<file path="src/rtl/alu_ctl_pkg.sv">
// Shared definitions for the sequenced LEGv8 ALU control unit: ALU control
// encodings, R-format opcodes, ALUOp classes and the sequencer state type.
package alu_ctl_pkg;

    localparam logic [3:0] CTRL_AND     = 4'b0000;
    localparam logic [3:0] CTRL_OR      = 4'b0001;
    localparam logic [3:0] CTRL_ADD     = 4'b0010;
    localparam logic [3:0] CTRL_LSL     = 4'b0011;
    localparam logic [3:0] CTRL_LSR     = 4'b0100;
    localparam logic [3:0] CTRL_SUB     = 4'b0110;
    localparam logic [3:0] CTRL_PASSB   = 4'b0111;
    localparam logic [3:0] CTRL_MUL     = 4'b1000;
    localparam logic [3:0] CTRL_UDIV    = 4'b1001;
    localparam logic [3:0] CTRL_ILLEGAL = 4'b1111;

    localparam logic [10:0] OP_ADD  = 11'b10001011000;
    localparam logic [10:0] OP_SUB  = 11'b11001011000;
    localparam logic [10:0] OP_AND  = 11'b10001010000;
    localparam logic [10:0] OP_ORR  = 11'b10101010000;
    localparam logic [10:0] OP_LSL  = 11'b11010011011;
    localparam logic [10:0] OP_LSR  = 11'b11010011010;
    localparam logic [10:0] OP_MUL  = 11'b10011011000;
    localparam logic [10:0] OP_UDIV = 11'b10011010110;

    localparam logic [1:0] ALUOP_MEM   = 2'b00;
    localparam logic [1:0] ALUOP_CBZ   = 2'b01;
    localparam logic [1:0] ALUOP_RTYPE = 2'b10;
    localparam logic [1:0] ALUOP_IMM   = 2'b11;

    typedef enum logic [1:0] {
        S_IDLE,
        S_BUSY,
        S_OUT
    } state_t;

endpackage

</file>
<file path="src/rtl/alu_ctl_decode.sv">
// Combinational ALUOp/opcode decoder. UDIV is only recognised when the
// ALUCTL_DIV_EN macro is defined; otherwise it falls through to ILLEGAL.
module alu_ctl_decode
    import alu_ctl_pkg::*;
#(
    parameter int OPCODE_W = 11
) (
    input  logic [1:0]          alu_op,
    input  logic [OPCODE_W-1:0] opcode,
    output logic [3:0]          ctrl,
    output logic                multi,
    output logic                is_div,
    output logic                illegal
);

    always_comb begin
        // NOTE: every output gets a value before the case so no path leaves
        // one unassigned, which would otherwise infer a latch.
        ctrl    = CTRL_ADD;
        multi   = 1'b0;
        is_div  = 1'b0;
        illegal = 1'b0;
        case (alu_op)
            ALUOP_MEM: ctrl = CTRL_ADD;
            ALUOP_CBZ: ctrl = CTRL_PASSB;
            ALUOP_IMM: begin
                case (opcode[9:8])
                    2'b00:   ctrl = CTRL_AND;
                    2'b01:   ctrl = CTRL_OR;
                    2'b10:   ctrl = CTRL_ADD;
                    default: ctrl = CTRL_SUB;
                endcase
            end
            default: begin
                case (opcode)
                    OPCODE_W'(OP_ADD): ctrl = CTRL_ADD;
                    OPCODE_W'(OP_SUB): ctrl = CTRL_SUB;
                    OPCODE_W'(OP_AND): ctrl = CTRL_AND;
                    OPCODE_W'(OP_ORR): ctrl = CTRL_OR;
                    OPCODE_W'(OP_LSL): ctrl = CTRL_LSL;
                    OPCODE_W'(OP_LSR): ctrl = CTRL_LSR;
                    OPCODE_W'(OP_MUL): begin
                        ctrl  = CTRL_MUL;
                        multi = 1'b1;
                    end
`ifdef ALUCTL_DIV_EN
                    OPCODE_W'(OP_UDIV): begin
                        ctrl   = CTRL_UDIV;
                        multi  = 1'b1;
                        is_div = 1'b1;
                    end
`endif
                    default: begin
                        ctrl    = CTRL_ILLEGAL;
                        illegal = 1'b1;
                    end
                endcase
            end
        endcase
    end

endmodule

</file>
<file path="src/rtl/alu_control_seq.sv">
// Sequenced ALU control unit: registers the decoded control word, holds it
// through MUL/UDIV latency and hands it off with valid/ready. ALUCTL_DIV_EN enables UDIV.
module alu_control_seq
    import alu_ctl_pkg::*;
#(
    parameter int OPCODE_W = 11,
    parameter int CTRL_W   = 4,
    parameter int MUL_LAT  = 4,
    parameter int DIV_LAT  = 64
) (
    input  logic                iCLK,
    input  logic                iRST_n,
    input  logic                iValid,
    output logic                oReady,
    input  logic [OPCODE_W-1:0] iOpcode,
    input  logic [1:0]          iALUOp,
    output logic                oValid,
    input  logic                iReady,
    output logic [CTRL_W-1:0]   oControlSignal,
    output logic                oBusy,
    output logic                oIllegal
);

`ifdef ALUCTL_DIV_EN
    localparam int MAX_LAT  = (MUL_LAT > DIV_LAT) ? MUL_LAT : DIV_LAT;
    localparam int DIV_LOAD = DIV_LAT - 1;
`else
    localparam int MAX_LAT  = MUL_LAT;
    // DIV_LAT has no effect in this build; the divide load is never selected.
    localparam int DIV_LOAD = DIV_LAT - DIV_LAT;
`endif
    localparam int MUL_LOAD = MUL_LAT - 1;
    localparam int CNT_W    = $clog2(MAX_LAT + 1);

    state_t             state_q, state_d;
    logic [CNT_W-1:0]   cnt_q, cnt_d;
    logic [CTRL_W-1:0]  ctrl_q, ctrl_d;
    logic               illegal_q, illegal_d;
    logic               valid_q, busy_q;

    logic [3:0]         dec_ctrl;
    logic               dec_multi, dec_is_div, dec_illegal;
    logic               accept;

    alu_ctl_decode #(.OPCODE_W(OPCODE_W)) u_decode (
        .alu_op  (iALUOp),
        .opcode  (iOpcode),
        .ctrl    (dec_ctrl),
        .multi   (dec_multi),
        .is_div  (dec_is_div),
        .illegal (dec_illegal)
    );

    assign oReady = (state_q == S_IDLE) || ((state_q == S_OUT) && iReady);
    assign accept = iValid && oReady;

    always_comb begin
        state_d   = state_q;
        cnt_d     = cnt_q;
        ctrl_d    = ctrl_q;
        illegal_d = illegal_q;
        case (state_q)
            S_BUSY: begin
                if (cnt_q == '0) state_d = S_OUT;
                else             cnt_d   = cnt_q - CNT_W'(1);
            end
            S_OUT:   if (iReady) state_d = S_IDLE;
            default: ;
        endcase
        // A new request overrides the plain IDLE/OUT transitions above.
        if (accept) begin
            ctrl_d    = CTRL_W'(dec_ctrl);
            illegal_d = dec_illegal;
            if (dec_multi) begin
                state_d = S_BUSY;
                cnt_d   = dec_is_div ? CNT_W'(DIV_LOAD) : CNT_W'(MUL_LOAD);
            end else begin
                state_d = S_OUT;
            end
        end
    end

    // NOTE: sequential state uses non-blocking assignments only, and the
    // synchronous reset is sampled on the clock edge like any other input.
    always_ff @(posedge iCLK) begin
        if (!iRST_n) begin
            state_q   <= S_IDLE;
            cnt_q     <= '0;
            ctrl_q    <= '0;
            illegal_q <= 1'b0;
            valid_q   <= 1'b0;
            busy_q    <= 1'b0;
        end else begin
            state_q   <= state_d;
            cnt_q     <= cnt_d;
            ctrl_q    <= ctrl_d;
            illegal_q <= illegal_d;
            valid_q   <= (state_d == S_OUT);
            busy_q    <= (state_d == S_BUSY);
        end
    end

    assign oValid         = valid_q;
    assign oBusy          = busy_q;
    assign oControlSignal = ctrl_q;
    assign oIllegal       = illegal_q;

endmodule

</file>
<file path="config.mk">
export PLATFORM = sky130hd
export DESIGN_NAME = alu_control_seq
export DESIGN_NICKNAME = d
export VERILOG_FILES = /design/src/rtl/alu_ctl_pkg.sv /design/src/rtl/alu_ctl_decode.sv /design/src/rtl/alu_control_seq.sv
export SDC_FILE = /design/constraint.sdc
export NUM_CORES = 1
export LEC_CHECK = 0
export BUFFER_PORTS_ARGS = -buffer_cell sky130_fd_sc_hd__buf_2
export CORE_ASPECT_RATIO = 1.4
export CORE_MARGIN = 2
export CORE_UTILIZATION = 44
export CTS_BUF_LIST = sky130_fd_sc_hd__clkbuf_16
export DETAILED_ROUTE_END_ITERATION = 7
export PLACE_DENSITY = 0.83
export SLEW_MARGIN = 40
export SYNTH_ARGS = -nofsm -noshare
export SYNTH_HDL_FRONTEND = slang
export SYNTH_SLANG_ARGS = --single-unit
export TNS_END_PERCENT = 50
</file>
<file path="constraint.sdc">
create_clock -name iCLK -period 1.5 [get_ports iCLK]
set_input_delay 0.225 -clock iCLK [delete_from_list [all_inputs] [get_ports iCLK]]
set_output_delay 0.225 -clock iCLK [all_outputs]
set_load 0.005 [all_outputs]
</file>
==> results.toml <==
[clocking]
path_clk_slew_ps = 40
htree_levels = 1
clk_latency_ps = 240
cts_sinks = 12
cts-root-buf = "clkbuf_16"
cts_buffers = 3
cts_max_path_buffers = 2
cts_tree = "yes"
cts_hold_buffers = 0

[routing]
wl_mm = 2.15
first_pass_iters = 5
wire_per_inst_um = 13.3
avgViaCountPerCell = 5.69
dr_total_vias = 922
ant_nets = 0
drt-initial-drc-count = 16
drc_errors = 0

[sta]
max_freq_mhz = 644
finalSetupViolations = 5
fin_skew_ps = 0.710
slew_violations = 0
tightest_slew_ps = 294
rsz0062_at_grt = "true"
period_share = 1.03
final.min_clock_period_ps = 1550
relSlewSlack = 0.804
setup_slack_ps = -52.3
hold_viol = 0
setup-tns-final_ps = -143

[synthesis]
synthCells = 100
ys_warn_count = 0
synth_cell_type_count = 37
ys_seq_area_frac = 0.296
synth_xor_area_frac = 0.0108
synth_top_family_by_area = "simple AND/OR/NAND/NOR gates"
syn-cell-area_um2 = 811
synth_largest_area_cell = "dfxtp_1"
yosys-top-cells-area = "dfxtp_1 (30%), ha_1 (7.7%), nand2_1 (5.6%)"
yosys.area_share.simple = 0.341
synthMuxAreaShare = 0
synth.avg_cell_area_um2 = 8.11
async_flop_share = 0
synth-edff-count = 0
synthFlopType = "dfxtp_1"
synth_top_area_share = 0.296
synth_adder_area_share = 0.0772
ys_ff_latch = 12
synth_compound_area_frac = 0.228
syn-num-nets = 122
synth_commonest_cells = "dfxtp_1 (12), nand2_1 (12), inv_1 (9)"

[critical_path]
worstSetupStartpointType = "register"
required_ps = 1630
crit_path_max_incr_delay_ps = 370
r2r_end = "oValid"
reg2reg_slack_ps = -50
regToRegStartpoint = "state_q[1]"
crit_path_top_delay_cell = "dfxtp_4"
critPathLaunch = "state_q[1]"
path_class = "reg -> reg"
crit_path_end_kind = "register"
r2r_cells = 7
endpoint = "oValid"
cp_cell_sequence = "inv_4 > ha_4 > a21o_1 > and2_4 > or2_4 > and3_4 > and2_1"
cp_max_fo = 4
arrival_ps = 1680

[die]
rows = 18
fp.dieArea_mm2 = 0.00221
core_mm2 = 0.00176
start_util = 0.462
die_width_um = 40.3
ioPinCount = 25
die_h_um = 54.8

[grt]
grt_pass1_vias = 829
antenna_found_initial = 0
grt_pass1_wl_mm = 3.35
grt_max_degree = 13
grt_overflow_total = 0
track_usage = 0.224

[final_layout]
area_delta_synth_final_pct = 50.2
fillCellCount = 135
final_cells = 162
drive_above_1_share = 0.415
ff_latch_area_um2 = 245
diodes = 0
nNetsFinal = 165
multiInputGateArea_um2 = 593

[run]
cap_viol_max_count = 0

[place]
dp.cells = 153
place_congestion = 0.791
portBuffers = 24
hpwl_mm = 1.51

[min_path]
hp-class = "in -> reg"

[pwr]
p_total_mw = 1.01
p_leak_nw = 0.534
pwr_density_cell_mw_per_mm2 = 830
ir_drop_v = 0.000774

[run_status]
violations = "negative setup slack"
status = "finished, violations left"
## where the power goes
group / internal (mW) / switching (mW)
sequential: 0.336 / 0.00943
combinational: 0.0959 / 0.0869
clock: 0.350 / 0.132
total: 0.782 / 0.229
## state kept, by name (all words and copies together), names as in the netlist
signal          cells
state_q             2
oBusy               1
oIllegal            1
cnt_q               3
oValid              1
oControlSignal      4
## cell type report
cell class | count | area share
Timing Repair Buffer | 39 | 0.194
Clock inverter | 1 | 0.00308
Tap cell | 20 | 0.0206
Sequential cell | 12 | 0.201
Inverter | 9 | 0.0319
Clock buffer | 3 | 0.0617
Multi-Input combinational cell | 78 | 0.487
## routing by layer
layer	track usage	share of wire	wire length, um
met5	0	0	0
met4	0.117	0.027	58
met3	0.0244	0.041	89
met2	0.425	0.55	1180
met1	0.226	0.38	823
## stage by stage
step                cell area (um^2)  hold slack (ps)   util  setup WS (ps)
finish                          1220              302  0.693          -52.3
global route                    1220              325  0.693           -114
CTS                             1180              297  0.672          -55.9
detailed placement              1040              534  0.595          -37.7
global placement                1040              508  0.595          -25.1
floorplan                        828              384      -          -2.11
## placed cells by master (no fill, tap or decap), types with 2 or more instances in the layout
master,netlist,layout
buf_2,0,24
buf_4,0,14
nand2_1,12,11
dfxtp_1,12,10
inv_1,9,7
a21oi_1,5,5
o21ai_0,7,4
nor3_1,4,4
nor2_1,4,4
nor2b_1,3,3
and2_1,4,3
ha_4,0,3
clkbuf_16,0,3
inv_4,0,2
nand2b_1,2,2
nand2_2,1,2
nand4_1,2,2
o21a_1,2,2
o21ai_1,0,2
nand4b_1,2,2
a21boi_1,0,2
a21boi_0,4,2
ha_1,5,2
## logic make-up (layout without fill, tap and decap cells)
group / Yosys count / in the layout
flops: 12 / 12
compound gates: 27 / 27
fa+ha+maj: 5 / 5
buf+inv: 10 / 52
xor+xnor: 1 / 1
simple gates: 45 / 45
## critical path, delay by kind of cell, from the launching register on
kind | cells | cell delay, ps
buffers and inverters | 1 | 40
DFF | 1 | 370
and+or+nand+nor | 4 | 690
AOI/OAI and AO/OA | 1 | 190
adders and majority gates | 1 | 150
## how the worst min path moves through the flow
stage               from                end  slack (ps)  depth (start not counted)
2_1_floorplan     iRST_n  oControlSignal[1]         380                          2
3_3_place_gp    cnt_q[2]           cnt_q[2]         510                          2
3_5_place_dp    cnt_q[2]           cnt_q[2]         530                          2
4_1_cts        iALUOp[0]  oControlSignal[0]         300                          2
5_1_grt        iALUOp[0]  oControlSignal[0]         330                          2
6_report       iALUOp[0]  oControlSignal[0]         300                          2
## what timing repair did
item | in CTS | in global routing
buffers inserted | 5 | 0
cloned | 0 | 0
pin swaps | 9 | 9
endpoints found under the setup margin | 7 | 12
gates resized for setup | 6 | 10
(Power assumes the default switching activity.)
